--- src/rtl/b11_feeder_if.sv ---
// Bus bundle between the b11 feeder, its upstream word source, the scrambler
// core and the response consumer.
//   master : the feeder (drives in_ready, x_in, stbi, rsp_*, busy)
//   slave  : the environment (drives in_valid, in_data, x_out, rsp_ready)
// Optional macro FEEDER_SEQ_EN adds the 8-bit rsp_seq response tag.
interface b11_feeder_if;
    localparam int unsigned DATA_W = 6;
    localparam int unsigned SEQ_W  = 8;

    logic              in_valid;
    logic              in_ready;
    logic [DATA_W-1:0] in_data;
    logic [DATA_W-1:0] x_in;
    logic              stbi;
    logic [DATA_W-1:0] x_out;
    logic              rsp_valid;
    logic              rsp_ready;
    logic [DATA_W-1:0] rsp_data;
    logic              rsp_drop;
    logic              busy;
`ifdef FEEDER_SEQ_EN
    logic [SEQ_W-1:0]  rsp_seq;

    modport master (
        input  in_valid, in_data, x_out, rsp_ready,
        output in_ready, x_in, stbi, rsp_valid, rsp_data, rsp_drop, busy, rsp_seq
    );
    modport slave (
        output in_valid, in_data, x_out, rsp_ready,
        input  in_ready, x_in, stbi, rsp_valid, rsp_data, rsp_drop, busy, rsp_seq
    );
`else
    modport master (
        input  in_valid, in_data, x_out, rsp_ready,
        output in_ready, x_in, stbi, rsp_valid, rsp_data, rsp_drop, busy
    );
    modport slave (
        output in_valid, in_data, x_out, rsp_ready,
        input  in_ready, x_in, stbi, rsp_valid, rsp_data, rsp_drop, busy
    );
`endif
endinterface

--- src/rtl/b11_feeder.sv ---
// Upstream initiator for the 6-bit scrambler core. Accepts one word at a time
// from a valid/ready source, commits it to the core with a one-cycle low pulse
// on stbi, waits out the core latency, samples x_out and returns it as a
// valid/ready response. Words in the core's reject range (27..62) skip the
// long wait and are reported as drops with data 0.
// Ports:
//   clock, reset      : clock, synchronous active-high reset
//   bus (master)      : in_valid/in_ready/in_data upstream, x_in/stbi/x_out to
//                       the core, rsp_valid/rsp_ready/rsp_data/rsp_drop
//                       response, busy status
// Optional macro FEEDER_SEQ_EN: adds bus.rsp_seq, an 8-bit response counter.
// Parameter limits: STARTUP_CYC >= 2, 9 <= WAIT_CYC <= 63, DROP_CYC >= 2.
module b11_feeder #(
    parameter int unsigned STARTUP_CYC = 4,
    parameter int unsigned WAIT_CYC    = 12,
    parameter int unsigned DROP_CYC    = 2
) (
    input  logic         clock,
    input  logic         reset,
    b11_feeder_if.master bus
);
    localparam int unsigned DATA_W  = 6;
    localparam int unsigned DROP_LO = 27;
    localparam int unsigned DROP_HI = 62;
    localparam int unsigned MAX_AB  = (STARTUP_CYC > WAIT_CYC) ? STARTUP_CYC : WAIT_CYC;
    localparam int unsigned CNT_MAX = (MAX_AB > DROP_CYC) ? MAX_AB : DROP_CYC;
    localparam int unsigned CNT_W   = $clog2(CNT_MAX);

    typedef enum logic [2:0] {
        BOOT = 3'd0,
        IDLE = 3'd1,
        SEND = 3'd2,
        WAIT = 3'd3,
        RESP = 3'd4
    } state_e;

    state_e            state_q,     state_d;
    logic [CNT_W-1:0]  cnt_q,       cnt_d;
    logic              drop_q,      drop_d;
    logic [DATA_W-1:0] x_in_q,      x_in_d;
    logic              stbi_q,      stbi_d;
    logic              in_ready_q,  in_ready_d;
    logic              rsp_valid_q, rsp_valid_d;
    logic [DATA_W-1:0] rsp_data_q,  rsp_data_d;
    logic              rsp_drop_q,  rsp_drop_d;
    logic              busy_q,      busy_d;

    logic accept_c;
    logic sample_c;
    logic rsp_hs_c;
    logic in_drop_c;

    // Handshake and range-check qualifiers
    assign accept_c  = (state_q == IDLE) && in_ready_q && bus.in_valid;
    assign sample_c  = (state_q == WAIT) && (cnt_q == '0);
    assign rsp_hs_c  = (state_q == RESP) && rsp_valid_q && bus.rsp_ready;
    assign in_drop_c = (bus.in_data >= DATA_W'(DROP_LO)) && (bus.in_data <= DATA_W'(DROP_HI));

    // State register
    always_ff @(posedge clock) begin
        if (reset) begin
            state_q     <= BOOT;
            cnt_q       <= CNT_W'(STARTUP_CYC - 1);
            drop_q      <= 1'b0;
            x_in_q      <= '0;
            stbi_q      <= 1'b1;
            in_ready_q  <= 1'b0;
            rsp_valid_q <= 1'b0;
            rsp_data_q  <= '0;
            rsp_drop_q  <= 1'b0;
            busy_q      <= 1'b1;
        end else begin
            state_q     <= state_d;
            cnt_q       <= cnt_d;
            drop_q      <= drop_d;
            x_in_q      <= x_in_d;
            stbi_q      <= stbi_d;
            in_ready_q  <= in_ready_d;
            rsp_valid_q <= rsp_valid_d;
            rsp_data_q  <= rsp_data_d;
            rsp_drop_q  <= rsp_drop_d;
            busy_q      <= busy_d;
        end
    end

    // Next-state and counter
    always_comb begin
        state_d = state_q;
        cnt_d   = cnt_q;
        drop_d  = drop_q;
        case (state_q)
            BOOT: begin
                if (cnt_q == '0) state_d = IDLE;
                else             cnt_d   = cnt_q - CNT_W'(1);
            end
            IDLE: begin
                if (accept_c) begin
                    drop_d  = in_drop_c;
                    state_d = SEND;
                end
            end
            SEND: begin
                cnt_d   = drop_q ? CNT_W'(DROP_CYC - 1) : CNT_W'(WAIT_CYC - 1);
                state_d = WAIT;
            end
            WAIT: begin
                if (sample_c) state_d = RESP;
                else          cnt_d   = cnt_q - CNT_W'(1);
            end
            RESP: begin
                if (rsp_hs_c) state_d = IDLE;
            end
            default: state_d = BOOT;
        endcase
    end

    // Registered outputs, computed for the state being entered
    always_comb begin
        x_in_d      = x_in_q;
        rsp_valid_d = rsp_valid_q;
        rsp_data_d  = rsp_data_q;
        rsp_drop_d  = rsp_drop_q;
        stbi_d      = (state_d != SEND);
        in_ready_d  = (state_d == IDLE);
        busy_d      = (state_d != IDLE);
        // x_in only moves on acceptance, so the core always re-latches a stable word
        if (accept_c) x_in_d = bus.in_data;
        if (sample_c) begin
            rsp_valid_d = 1'b1;
            rsp_data_d  = drop_q ? '0 : bus.x_out;
            rsp_drop_d  = drop_q;
        end
        if (rsp_hs_c) rsp_valid_d = 1'b0;
    end

    assign bus.x_in      = x_in_q;
    assign bus.stbi      = stbi_q;
    assign bus.in_ready  = in_ready_q;
    assign bus.rsp_valid = rsp_valid_q;
    assign bus.rsp_data  = rsp_data_q;
    assign bus.rsp_drop  = rsp_drop_q;
    assign bus.busy      = busy_q;

`ifdef FEEDER_SEQ_EN
    localparam int unsigned SEQ_W = 8;

    logic [SEQ_W-1:0] seq_q, seq_d;

    // Response tag: advances once per completed response, drops included
    always_comb begin
        seq_d = seq_q;
        if (rsp_hs_c) seq_d = seq_q + SEQ_W'(1);
    end

    always_ff @(posedge clock) begin
        if (reset) seq_q <= '0;
        else       seq_q <= seq_d;
    end

    assign bus.rsp_seq = seq_q;
`endif

endmodule
--- src/flat_wrapper.sv ---
// flat-port wrapper written by rule: the top's interface ports become plain ports
module b11_feeder_flat 
#(
    parameter int unsigned STARTUP_CYC = 4,
    parameter int unsigned WAIT_CYC    = 12,
    parameter int unsigned DROP_CYC    = 2
)
  (clock, reset, bus_in_valid, bus_in_data, bus_x_out, bus_rsp_ready, bus_in_ready, bus_x_in, bus_stbi, bus_rsp_valid, bus_rsp_data, bus_rsp_drop, bus_busy);
  b11_feeder_if bus_i ();
  input  logic clock;
  input  logic reset;
  input wire logic [$bits(bus_i.in_valid)-1:0] bus_in_valid;
  input wire logic [$bits(bus_i.in_data)-1:0] bus_in_data;
  input wire logic [$bits(bus_i.x_out)-1:0] bus_x_out;
  input wire logic [$bits(bus_i.rsp_ready)-1:0] bus_rsp_ready;
  output wire logic [$bits(bus_i.in_ready)-1:0] bus_in_ready;
  output wire logic [$bits(bus_i.x_in)-1:0] bus_x_in;
  output wire logic [$bits(bus_i.stbi)-1:0] bus_stbi;
  output wire logic [$bits(bus_i.rsp_valid)-1:0] bus_rsp_valid;
  output wire logic [$bits(bus_i.rsp_data)-1:0] bus_rsp_data;
  output wire logic [$bits(bus_i.rsp_drop)-1:0] bus_rsp_drop;
  output wire logic [$bits(bus_i.busy)-1:0] bus_busy;
  assign bus_i.in_valid = bus_in_valid;
  assign bus_i.in_data = bus_in_data;
  assign bus_i.x_out = bus_x_out;
  assign bus_i.rsp_ready = bus_rsp_ready;
  assign bus_in_ready = bus_i.in_ready;
  assign bus_x_in = bus_i.x_in;
  assign bus_stbi = bus_i.stbi;
  assign bus_rsp_valid = bus_i.rsp_valid;
  assign bus_rsp_data = bus_i.rsp_data;
  assign bus_rsp_drop = bus_i.rsp_drop;
  assign bus_busy = bus_i.busy;
  b11_feeder #(.STARTUP_CYC(STARTUP_CYC), .WAIT_CYC(WAIT_CYC), .DROP_CYC(DROP_CYC)) u_core (.clock(clock), .reset(reset), .bus(bus_i));
endmodule
--- config.mk ---
export PLATFORM = sky130hd
export DESIGN_NAME = b11_feeder_flat
export DESIGN_NICKNAME = d
export VERILOG_FILES = /design/src/rtl/b11_feeder_if.sv /design/src/rtl/b11_feeder.sv /design/src/flat_wrapper.sv
export SDC_FILE = /design/constraint.sdc
export NUM_CORES = 1
export LEC_CHECK = 0
export CORE_MARGIN = 3
export CORE_UTILIZATION = 46
export CTS_CLUSTER_SIZE = 40
export DETAILED_ROUTE_END_ITERATION = 7
export GPL_ROUTABILITY_DRIVEN = 0
export PLACE_DENSITY_LB_ADDON = 0.25
export RECOVER_POWER = 100
export SYNTH_ARGS = -nofsm -noshare
export SYNTH_HDL_FRONTEND = slang
export SYNTH_SLANG_ARGS = --single-unit
--- constraint.sdc ---
create_clock -name clock -period 2 [get_ports clock]
set_input_delay 0.4 -clock clock [delete_from_list [all_inputs] [get_ports clock]]
set_output_delay 0.4 -clock clock [all_outputs]
set_load 0.02 [all_outputs]
* After elaboration in Yosys (flattened, before gate mapping)
Index checks and enable logic that the tools add are counted.
Cells by class: add/subtract/negate cells 1, multipliers 0, divide/modulo/power cells 0, magnitude comparators 2, eq/ne operators 9, shift operators 0, mux-type cells 10, bitwise logic cells 0, reductions and logical operators 12
Operators with widths (count):
- case mux 3 bit (5 select lines) | 1
- 2-to-1 mux 3 bit | 4
- 2-to-1 mux 4 bit | 3
- case mux 4 bit (3 select lines) | 1
- equality test 3 x 1 -> 1 bit, second input constant | 2
- equality test 3 x 2 -> 1 bit, second input constant | 2
- >= comparator 6 x 5 -> 1 bit, second input constant | 1
- <= comparator 6 bit, second input constant | 1
- logical AND 1 bit | 6
- 2-to-1 mux 6 bit | 1
- zero test 4 bit | 1
- != test 2 bit, second input constant | 2
- subtractor 4 x 1 -> 4 bit, second input constant | 1
- equality test 3 bit, second input constant | 1
- zero test 3 bit | 1
- != test 3 x 1 -> 1 bit, second input constant | 1
- != test 3 x 2 -> 1 bit, second input constant | 1
- AND reduction 3 bit | 1
- nonzero test 3 bit | 1
- AND reduction 2 bit | 1
- OR reduction 2 bit | 1
Word-level totals: flip-flop bits (word level) 25, latch bits 0, RAM bits 0, bits in read-only memories 0, input port bits 16, output and inout port bits 17, memories 0

* Depth between registers and ports, before layout
Gate-level depths: netlist (run 1).
depth in word-level cells 6, depth in mapped cells 7

* Worst setup path after synthesis (run 1)
OpenSTA, ideal clock, no wires.
path kind register to register, from register u_core.cnt_q[0], to register u_core.busy_q, in the netlist u_core.bus.busy, data arrival time 1.465 ns, path slack 0.415 ns, cell stages (with the launch flop) 7, path buffers 0, clock period less this slack 1.585 ns, cells stage by stage dfxtp_1 > inv_1 > ha_1 > or4b_1 > a21oi_2 > o31ai_2 > or2_1
Between the ends: word-level cells in the longest chain between the ends 5
RTL lines:
- start, declared | RTL line b11_feeder.sv:38 | logic [CNT_W-1:0] cnt_q, cnt_d;
- start signal, assigned | RTL line b11_feeder.sv:63 | cnt_q <= CNT_W'(STARTUP_CYC - 1);
- start signal, assigned | RTL line b11_feeder.sv:74 | cnt_q <= cnt_d;
- zero test 4 bit (*) | RTL line b11_feeder.sv:55, b11_feeder.sv:93
- logical AND 1 bit | RTL line b11_feeder.sv:55 | assign sample_c = (state_q == WAIT) && (cnt_q == '0);
- 2-to-1 mux 3 bit | RTL line b11_feeder.sv:107 | if (sample_c) state_d = RESP;
- case mux 3 bit (5 select lines) (*) | RTL line b11_feeder.sv:91 | case (state_q)
- != test 3 x 1 -> 1 bit (*) | RTL line b11_feeder.sv:125 | busy_d = (state_d != IDLE);
- end signal, assigned | RTL line b11_feeder.sv:82 | busy_q <= busy_d;
- end, declared | RTL line b11_feeder.sv:46 | logic busy_q, busy_d;
Mark *: on every way between the ends. The rest lies on a longest branch, timed or not. A chain may end at the register's enable or synchronous reset.

* Worst setup path after layout (run 1)
from register u_core.rsp_valid_q, in the netlist u_core.bus.rsp_valid, to output bus_rsp_valid
RTL lines:
- start, declared | RTL line b11_feeder.sv:43 | logic rsp_valid_q, rsp_valid_d;
- start signal, assigned | RTL line b11_feeder.sv:79 | rsp_valid_q <= rsp_valid_d;
- end, declared | RTL line flat_wrapper.sv:19 | output wire logic [$bits(bus_i.rsp_valid)-1:0] bus_rsp_valid;
No word-level cell between the ends.

==> results.cfg, run 1 <==
[run_status]
status = finished clean

[cells_and_area]
final_cells = 192
n_antenna_cell = 0
fin_nets = 182
fin_area_um2 = 1534
drive_above_1_share_pct = 7.317
area_growth_pct = 30.43
multi_input_area_um2 = 618.1
fill_cells = 215
seqCellArea_um2 = 500.5

[worst_setup_path]
critical-path-top-delay-family = buffers and inverters
path_class = flip-flop to output pin
required_ps = 1600
crit_fanout = 5
worst_setup_path_start_kind = flip-flop
cp_cell_sequence = dlygate4sd3_1
cp.arrival_ps = 1440
r2r_end = u_core.bus.busy
cpPeakStageDelay_ps = 700
cp_num_cells = 1
path_buf_inv = 1
r2r_setup_slack_ps = 200
timing.rr.start = u_core.cnt_q[0]
crit_path_start = u_core.bus.rsp_valid
endpoint_kind = output pin
cpMaxStageDelayCell = dlygate4sd3_1
crit_path_end = bus_rsp_valid
worstRegToRegCells = 6

[clocking]
h-tree-depth = 1
clk_pin_slew_worst_paths_ps = 150
cts_buffer_depth = 2
clock-sinks = 25
numCtsBuffers = 3
cts_tree = done
cts_resized = 0
root_buffer = clkbuf_4
post_cts_buffers = 0
clk_latency_ps = 330
hold_buffers = 0

[synthesis]
synth_area_um2 = 1176
ys_warn_count = 0
synth_fa_ha_area_share_pct = 1.064
syn-mean-instance-area_um2 = 8.978
synth_top_area_share_pct = 42.55
synth_top_area_cell = dfxtp_1
muxShareOfSynthArea_pct = 5.106
synth-simple-area-share_pct = 31.49
synth_cell_type_count = 39
yosysSeqAreaShare_pct = 42.55
yosys.area_share.xor_xnor_pct = 0
synth_top_family_by_area = simple AND/OR/NAND/NOR gates
ys_ff_latch = 25
syn-instance-count = 131
synth_compound_area_share_pct = 16.60
syn-num-nets = 148
netlist_top_cells_area = dfxtp_1 43%, nand2_1 5.4%, mux2i_1 5.1%

[routing]
drtIter0Drc = 23
wl_met1_um = 1187
vias = 1081
top_layer_used = met4
firstDrtPassIters = 4
wire_per_inst_um = 13.97
drt_wl_total_um = 2682
wl_met2_um = 1294
viasPerCell = 5.630
met3WireLength_um = 144
ant_nets = 0
drc = 0

[power]
ir_drop_mv = 0.5222
switching_share_pct = 31.33
p_leak_nw = 0.5785
clockPowerShare_pct = 21.8
internal-power_uw = 750.5
seqPwrFrac_pct = 52.8
pwr-share-comb_pct = 25.4
p_sw_uw = 342.4
p_per_area_nw_per_um2 = 712.4

[global_routing]
grt_pass1_vias = 1069
gr-total-overflow = 0
grt_max_degree = 20
antenna_found_initial = 0
grt_pass1_wl_um = 4733
grt_util_all_layers_pct = 18.69

[sta]
max_slew_margin_pct = 56.19
fin_skew_ps = 13.56
fin_crit_ps = 1839
fin_setup_tns_ps = 0
hold_viol = 0
period_share_pct = 91.95
setup_violations = 0
slew_viol_final = 0
worst_slack_ps = 161.0
fmax_ghz = 0.5438
rsz0062_at_grt = no
max_slew.worst_pin.slew_ps = 653.6

[floorplan]
die-area_um2 = 3200
core_area_um2 = 2318
fp.dieH_um = 56.57
io_pins = 33
die_w_um = 56.57
rows = 17
start_util_pct = 50.73

[placement]
portBuffers = 32
hpwl_um = 1980
dpl_cell_area_um2 = 1524
dp_cells = 188
pre_cts_slack_ps = 190.4

[flow_run]
maxCapViolCount = 0

[hold_path]
hold_path.class = flip-flop to flip-flop
worst min path at each step:
stage	start	depth (start not counted)	to
after global routing	u_core.bus.rsp_data[5]	2	u_core.bus.rsp_data[5]
final	u_core.bus.rsp_data[4]	2	u_core.bus.rsp_data[4]
after global placement	u_core.bus.rsp_data[5]	2	u_core.bus.rsp_data[5]
after detailed placement	u_core.bus.rsp_data[4]	2	u_core.bus.rsp_data[4]
after floorplan	u_core.cnt_q[3]	2	u_core.cnt_q[3]
after CTS	u_core.bus.rsp_data[4]	2	u_core.bus.rsp_data[4]
per-stage QoR:
| step | hold slack (ps) | utilization, % | power (mW) |
|---|---|---|---|
| after global routing | 486.9 | 66.16 | 1.166 |
| after detailed placement | 445.3 | 65.73 | 0.8832 |
| final | 458.8 | 66.16 | 1.093 |
| after CTS | 465.2 | 67.03 | 1.126 |
| after floorplan | 492.0 | - | 0.7788 |
| after global placement | 436.4 | 65.73 | 0.8616 |
cell families (layout without fill, tap and decap cells):
| group | after synthesis | after routing |
|---|---|---|
| buffers and inverters | 9 | 42 |
| AND/OR/NAND/NOR | 61 | 61 |
| multiplexers | 6 | 6 |
| adder cells (fa/ha/maj) | 1 | 1 |
| flip-flops | 25 | 25 |
| AO/OA/AOI/OAI | 29 | 29 |
power by group through the flow:
| stage | sequential (mW) | clock (mW) | combinational, mW |
|---|---|---|---|
| after global placement | 0.587 | 0 | 0.275 |
| after global routing | 0.584 | 0.274 | 0.307 |
| after CTS | 0.577 | 0.252 | 0.297 |
| after detailed placement | 0.587 | 0 | 0.296 |
| after floorplan | 0.590 | 0 | 0.188 |
| final | 0.577 | 0.239 | 0.277 |
registers in the layout (all words and copies together), names as in the netlist:
name	cells
u_core.drop_q	1
u_core.bus.rsp_data	6
u_core.bus.rsp_drop	1
u_core.bus.x_in	6
u_core.bus.in_ready	1
u_core.bus.stbi	1
u_core.state_q	3
u_core.bus.busy	1
u_core.cnt_q	4
u_core.bus.rsp_valid	1
synthesized netlist by cell type:
cell type / number
nor2_1: 10
a311oi_1: 1
nor4_4: 1
ha_1: 1
nand2b_1: 3
nor3_4: 1
o211ai_1: 3
a21oi_1: 11
buf_1: 1
nand3b_1: 6
or4b_1: 1
o31ai_2: 1
nand3_1: 3
o21a_1: 2
a221oi_2: 1
a21oi_2: 1
dfxtp_1: 25
o21bai_1: 1
o22ai_1: 1
nand4b_1: 1
buf_4: 1
clkbuf_1: 3
or4_1: 1
o21ai_0: 4
nor3b_1: 3
a211oi_1: 2
inv_1: 4
nor4b_1: 1
and2_1: 2
and3b_1: 1
or3b_1: 1
or2_1: 1
a41oi_1: 1
nand4_1: 1
nor2b_1: 2
nand2_1: 17
mux2i_1: 6
nor3_1: 3
and4bb_2: 2
per-layer routing:
layer | track usage, % | vias up
li1 | - | 543
met1 | 22.93 | 502
met2 | 31.19 | 31
met3 | 3.218 | 5
met4 | 9.153 | 0
met5 | 0 | -
cell usage in the layout (no fill, tap or decap), types with 2 or more instances in the layout:
cell type,synthesis,routed
nand3_1,3,3
mux2i_1,6,6
a21oi_1,11,11
o21a_1,2,2
nand2b_1,3,3
clkbuf_4,0,3
dlygate4sd3_1,0,17
nor3_1,3,3
a211oi_1,2,2
and4bb_2,2,2
nand3b_1,6,6
inv_1,4,4
dfxtp_1,25,25
o21ai_0,4,4
nor2_1,10,10
nor2b_1,2,2
nand2_1,17,17
and2_1,2,2
buf_4,1,2
nor3b_1,3,3
o211ai_1,3,3
clkdlybuf4s50_1,0,15
final cells by class:
type,instances,share of cell area [%]
clock inverter,1,0.4894
inverter,4,0.9788
clock buffer,3,1.468
tap,28,2.284
sequential,25,32.63
multi-input combinational,97,40.29
timing repair buffer,34,21.86
Power figures use the tool's default switching activity.
==> run 2: changes to the inputs <==
--- a/config.mk
+++ b/config.mk
@@ -5,8 +5,10 @@
 export SDC_FILE = /design/constraint.sdc
 export NUM_CORES = 1
 export LEC_CHECK = 0
+export CELL_PAD_IN_SITES_DETAIL_PLACEMENT = 0
+export CELL_PAD_IN_SITES_GLOBAL_PLACEMENT = 1
 export CORE_MARGIN = 3
-export CORE_UTILIZATION = 46
+export CORE_UTILIZATION = 34
 export CTS_CLUSTER_SIZE = 40
 export DETAILED_ROUTE_END_ITERATION = 7
 export GPL_ROUTABILITY_DRIVEN = 0
==> run 2 against run 1 <==
- global-route usage down 5.3 points
- clock skew fell by 9.7 ps
- flip-flop and latch count unchanged
- sequential share of layout area is 0.42 points lower
- fmax grew 0.65%
- core utilization down 17 points
- non-clock buffer count stayed put
- critical endpoint unchanged
- largest cell class unchanged
- highest routed layer unchanged
==> results.cfg, run 2 (same netlist as run 1, synthesis figures left out) <==
[floorplan]
fp.dieH_um = 64.82
start_util_pct = 37.01
rows = 20
die_w_um = 64.82
die-area_um2 = 4201
core_area_um2 = 3178
io_pins = 33

[worst_setup_path]
timing.rr.start = u_core.cnt_q[0]
cpMaxStageDelayCell = dlygate4sd3_1
crit_path_start = u_core.bus.rsp_valid
cp_num_cells = 1
r2r_end = u_core.bus.busy
crit_path_end = bus_rsp_valid
path_class = flip-flop to output pin
worstRegToRegCells = 6
crit_fanout = 5
r2r_setup_slack_ps = 210
cpPeakStageDelay_ps = 690
required_ps = 1600
critical-path-top-delay-family = buffers and inverters
cp.arrival_ps = 1430
path_buf_inv = 1
endpoint_kind = output pin
worst_setup_path_start_kind = flip-flop
cp_cell_sequence = dlygate4sd3_1

[sta]
fmax_ghz = 0.5473
fin_setup_tns_ps = 0
max_slew.worst_pin.slew_ps = 642.7
setup_violations = 0
rsz0062_at_grt = no
fin_crit_ps = 1827
slew_viol_final = 0
hold_viol = 0
fin_skew_ps = 3.826
max_slew_margin_pct = 56.92
period_share_pct = 91.36

[routing]
ant_nets = 0
drt_wl_total_um = 2734
drc = 0
wire_per_inst_um = 13.14
viasPerCell = 4.990
vias = 1038
firstDrtPassIters = 4
drtIter0Drc = 28

[clocking]
h-tree-depth = 1
post_cts_buffers = 0
numCtsBuffers = 3
root_buffer = clkbuf_4
hold_buffers = 0
clock-sinks = 25
cts_resized = 0
cts_tree = done
cts_buffer_depth = 2
clk_pin_slew_worst_paths_ps = 150
clk_latency_ps = 320

[cells_and_area]
fin_nets = 182
drive_above_1_share_pct = 7.317
final_cell_mix = 25 x dfxtp_1, 17 x nand2_1, 17 x dlygate4sd3_1, 15 x clkdlybuf4s50_1, 11 x a21oi_1
layout_commonest_cell = dfxtp_1
final_cells = 208
fin_area_um2 = 1554
area_growth_pct = 32.13
n_antenna_cell = 0

[placement]
dp_cells = 204
portBuffers = 32
dpl_cell_area_um2 = 1544
hpwl_um = 1947

[global_routing]
grt_pass1_vias = 941
antenna_found_initial = 0
grt_pass1_wl_um = 4429
grt_util_all_layers_pct = 13.40
grt_max_degree = 20
gr-total-overflow = 0

[hold_path]
hold_path.class = flip-flop to flip-flop

[power]
p_per_area_nw_per_um2 = 699.9
fin_total_pwr_mw = 1.088
ir_drop_mv = 0.3644
p_leak_nw = 0.5775

[flow_run]
maxCapViolCount = 0

[run_status]
status = finished clean
## run 2: how the worst min path moves through the flow
stage / from / end / slack, ps / cells past startpoint
final: u_core.bus.rsp_data[5] / u_core.bus.rsp_data[5] / 450 / 2
after global routing: u_core.bus.rsp_data[4] / u_core.bus.rsp_data[4] / 480 / 2
after CTS: u_core.bus.rsp_data[5] / u_core.bus.rsp_data[5] / 460 / 2
after detailed placement: u_core.bus.rsp_data[5] / u_core.bus.rsp_data[5] / 440 / 2
after global placement: u_core.bus.rsp_data[5] / u_core.bus.rsp_data[5] / 440 / 2
after floorplan: u_core.cnt_q[3] / u_core.cnt_q[3] / 490 / 2
## run 2: stage by stage
| step | utilization, % | setup slack [ps] | hold slack [ps] |
|---|---|---|---|
| after floorplan | - | 414.6 | 492.0 |
| after global placement | 48.58 | 241.7 | 436.9 |
| after detailed placement | 48.58 | 237.9 | 443.7 |
| after CTS | 49.53 | 215.8 | 461.8 |
| after global routing | 48.90 | 70.51 | 478.1 |
| final | 48.90 | 172.8 | 454.9 |
## run 2: worst reg2reg max path: cells and delay by family, from the launching register on
kind	cells	cell delay (ps)
and+or+nand+nor	3	720
buffers and inverters	1	70
adders and majority gates	1	260
DFF	1	370
AOI/OAI and AO/OA	1	330
## run 2: metal layers
metal	vias up	GRT usage, %	wire [um]	part of all wire (%)
met2	23	20.56	1259	46
li1	543	-	-	-
met3	2	2.253	94	3.4
met1	470	18.24	1361	50
met5	-	0	0	0
met4	0	6.069	19	0.69
## run 2: layout make-up
type / instances / area [um^2]
Clock buffer: 3 / 22.52
Clock inverter: 1 / 7.507
Fill cell: 314 / 1624
Inverter: 4 / 15.01
Multi-Input combinational cell: 97 / 618.1
Sequential cell: 25 / 500.5
Tap cell: 44 / 55.05
Timing Repair Buffer: 34 / 335.3
## run 2: power by group
group | switching [mW] | internal (mW) | total (mW)
clock | 0.164 | 0.0764 | 0.240
combinational | 0.133 | 0.134 | 0.267
sequential | 0.0432 | 0.537 | 0.580
total | 0.339 | 0.748 | 1.09
==> patch, RTL diff (config.mk and constraints of run 1) <==
The 5 states of `state_e` get a one-hot encoding in 5 bits.
--- a/src/rtl/b11_feeder.sv
+++ b/src/rtl/b11_feeder.sv
@@ -27,10 +27,10 @@
     localparam int unsigned CNT_W   = $clog2(CNT_MAX);
 
-    typedef enum logic [2:0] {
-        BOOT = 3'd0,
-        IDLE = 3'd1,
-        SEND = 3'd2,
-        WAIT = 3'd3,
-        RESP = 3'd4
+    typedef enum logic [4:0] {
+        BOOT = 5'b00001,
+        IDLE = 5'b00010,
+        SEND = 5'b00100,
+        WAIT = 5'b01000,
+        RESP = 5'b10000
     } state_e;
 
Behaviour: same outputs for any inputs over 10 cycles, from zero or initial values and one cycle with reset high; not proved beyond that.
==> patch against run 1 <==
- wire length grew 7.5%
- hold slack gained 0.0029 ns
- sequential cell count grew 2
- sequential share of layout area shrank 0.12 points
- final area grew 8.4%
- power grew 2.8%
- clock skew shrank 0.010 ns
- global-route usage shrank 1.2 points
- critical path depth is the same
- count of clock-buffer cells in the layout is the same
- setup slack gained 0.012 ns
- critical endpoint is now bus_in_ready
- area after synthesis grew 9.0%
==> patch: results (changes against run 1) <==
- Vias per cell: 5.63 (about the same)
- Synth cell types: 48 (+23%)
- Global-route usage over all layers: 0.175 (-0.0116)
- Slowest stage delay, CP: 0.70 ns (about the same)
- Dpl hpwl: 2200 um (+11%)
- Mapped Nets: 157 (+6.1%)
- Layout cell share with drive strength beyond 1: 0.0814 (+0.00822)
- Setup WS pre-CTS: 0.0782 ns (-0.112 ns)
- R2r setup slk: 0.25 ns (+0.05 ns)
- Initial DRC Count: 25 (+8.7%)
- Cell count of the worst reg-to-reg path: 4 (-2)
- Leakage: 0.735 nW (+27%)
- CP Max Fanout: 3 (-2)
- Worst R2R Start: u_core.state_q[3]$_SDFF_PP0_
- Area contributors post-synth: dfxtp_1 (42%), mux2i_1 (4.7%), nand2_1 (4.4%)
- Worst Hold End: u_core.bus.rsp_data[4]$_SDFFE_PP0P_
- Largest net degree at the start of global routing: 16 (-20%)
- Commonest cells in the netlist: dfxtp_1 (27), nand2_1 (15), a21oi_1 (10)
- Vias in the first global route: 1142 (+6.8%)
- Worst-Margin Slew: 0.386 ns (-0.268 ns)
- WL final: 2880 um (+7.5%)
- First-pass GRT wire length: 4800 um (+1.5%)
- Post-synthesis sequential area ratio: 0.421 (-0.00407)
- Setup Skew: 0.00314 ns (-0.0104 ns)
- Peak supply drop: 0.434 mV (-17%)
- Reg2reg end: u_core.cnt_q[2]$_SDFFE_PP0P_
- Outcome: complete, no violations
patch: worst max-delay path by stage:
stage	from	to	slack, ns	cells after the start
floorplan	u_core.cnt_q[0]$_SDFFE_PP1P_	u_core.bus.in_ready$_SDFF_PP0_	0.31	6
global placement	bus_in_valid	u_core.bus.in_ready$_SDFF_PP0_	0.19	5
detailed placement	u_core.cnt_q[0]$_SDFFE_PP1P_	u_core.bus.in_ready$_SDFF_PP0_	0.08	6
CTS	u_core.cnt_q[0]$_SDFFE_PP1P_	u_core.bus.in_ready$_SDFF_PP0_	0.06	6
global route	u_core.cnt_q[0]$_SDFFE_PP1P_	u_core.bus.rsp_data[3]$_SDFFE_PP0P_	0.08	6
finish	u_core.bus.in_ready$_SDFF_PP0_	bus_in_ready	0.17	1
patch: area by class of cell:
cell class / instances / area [sq um]
clock inverter: 1 / 5.00
sequential: 27 / 541
tap: 30 / 37.5
clock buffer: 3 / 22.5
inverter: 6 / 22.5
fill: 246 / 905
multi-input combinational: 101 / 699
timing repair buffer: 34 / 335
patch: metrics by stage:
stage / instances / hold WS [ns] / area, sq um
after floorplan: 139 / 0.469 / 1280
after global placement: 198 / 0.438 / 1620
after detailed placement: 198 / 0.447 / 1620
after CTS: 202 / 0.467 / 1650
after global routing: 202 / 0.492 / 1660
final: 202 / 0.462 / 1660
patch: cell families (layout without fill, tap and decap cells):
group | after synthesis | in the layout | synth area share
buffers and inverters | 11 | 44 | 0.0419
xor gates and xnor gates | 2 | 2 | 0.0137
DFF | 27 | 27 | 0.421
adders and majority gates | 2 | 2 | 0.0195
AOI/OAI and AO/OA | 32 | 32 | 0.174
and+or+nand+nor | 58 | 58 | 0.274
muxes | 7 | 7 | 0.0556
patch: layer usage:
layer | part of all wire | routed length, um | track usage
met1 | 0.46 | 1330 | 0.222
met2 | 0.49 | 1400 | 0.295
met3 | 0.044 | 126 | 0.0285
met4 | 0.011 | 33 | 0.0712
met5 | 0 | 0 | 0
patch: report_power, final:
| part | switching [mW] | internal, mW |
|---|---|---|
| combinational | 0.150 | 0.130 |
| sequential | 0.0388 | 0.571 |
| clock | 0.159 | 0.0749 |
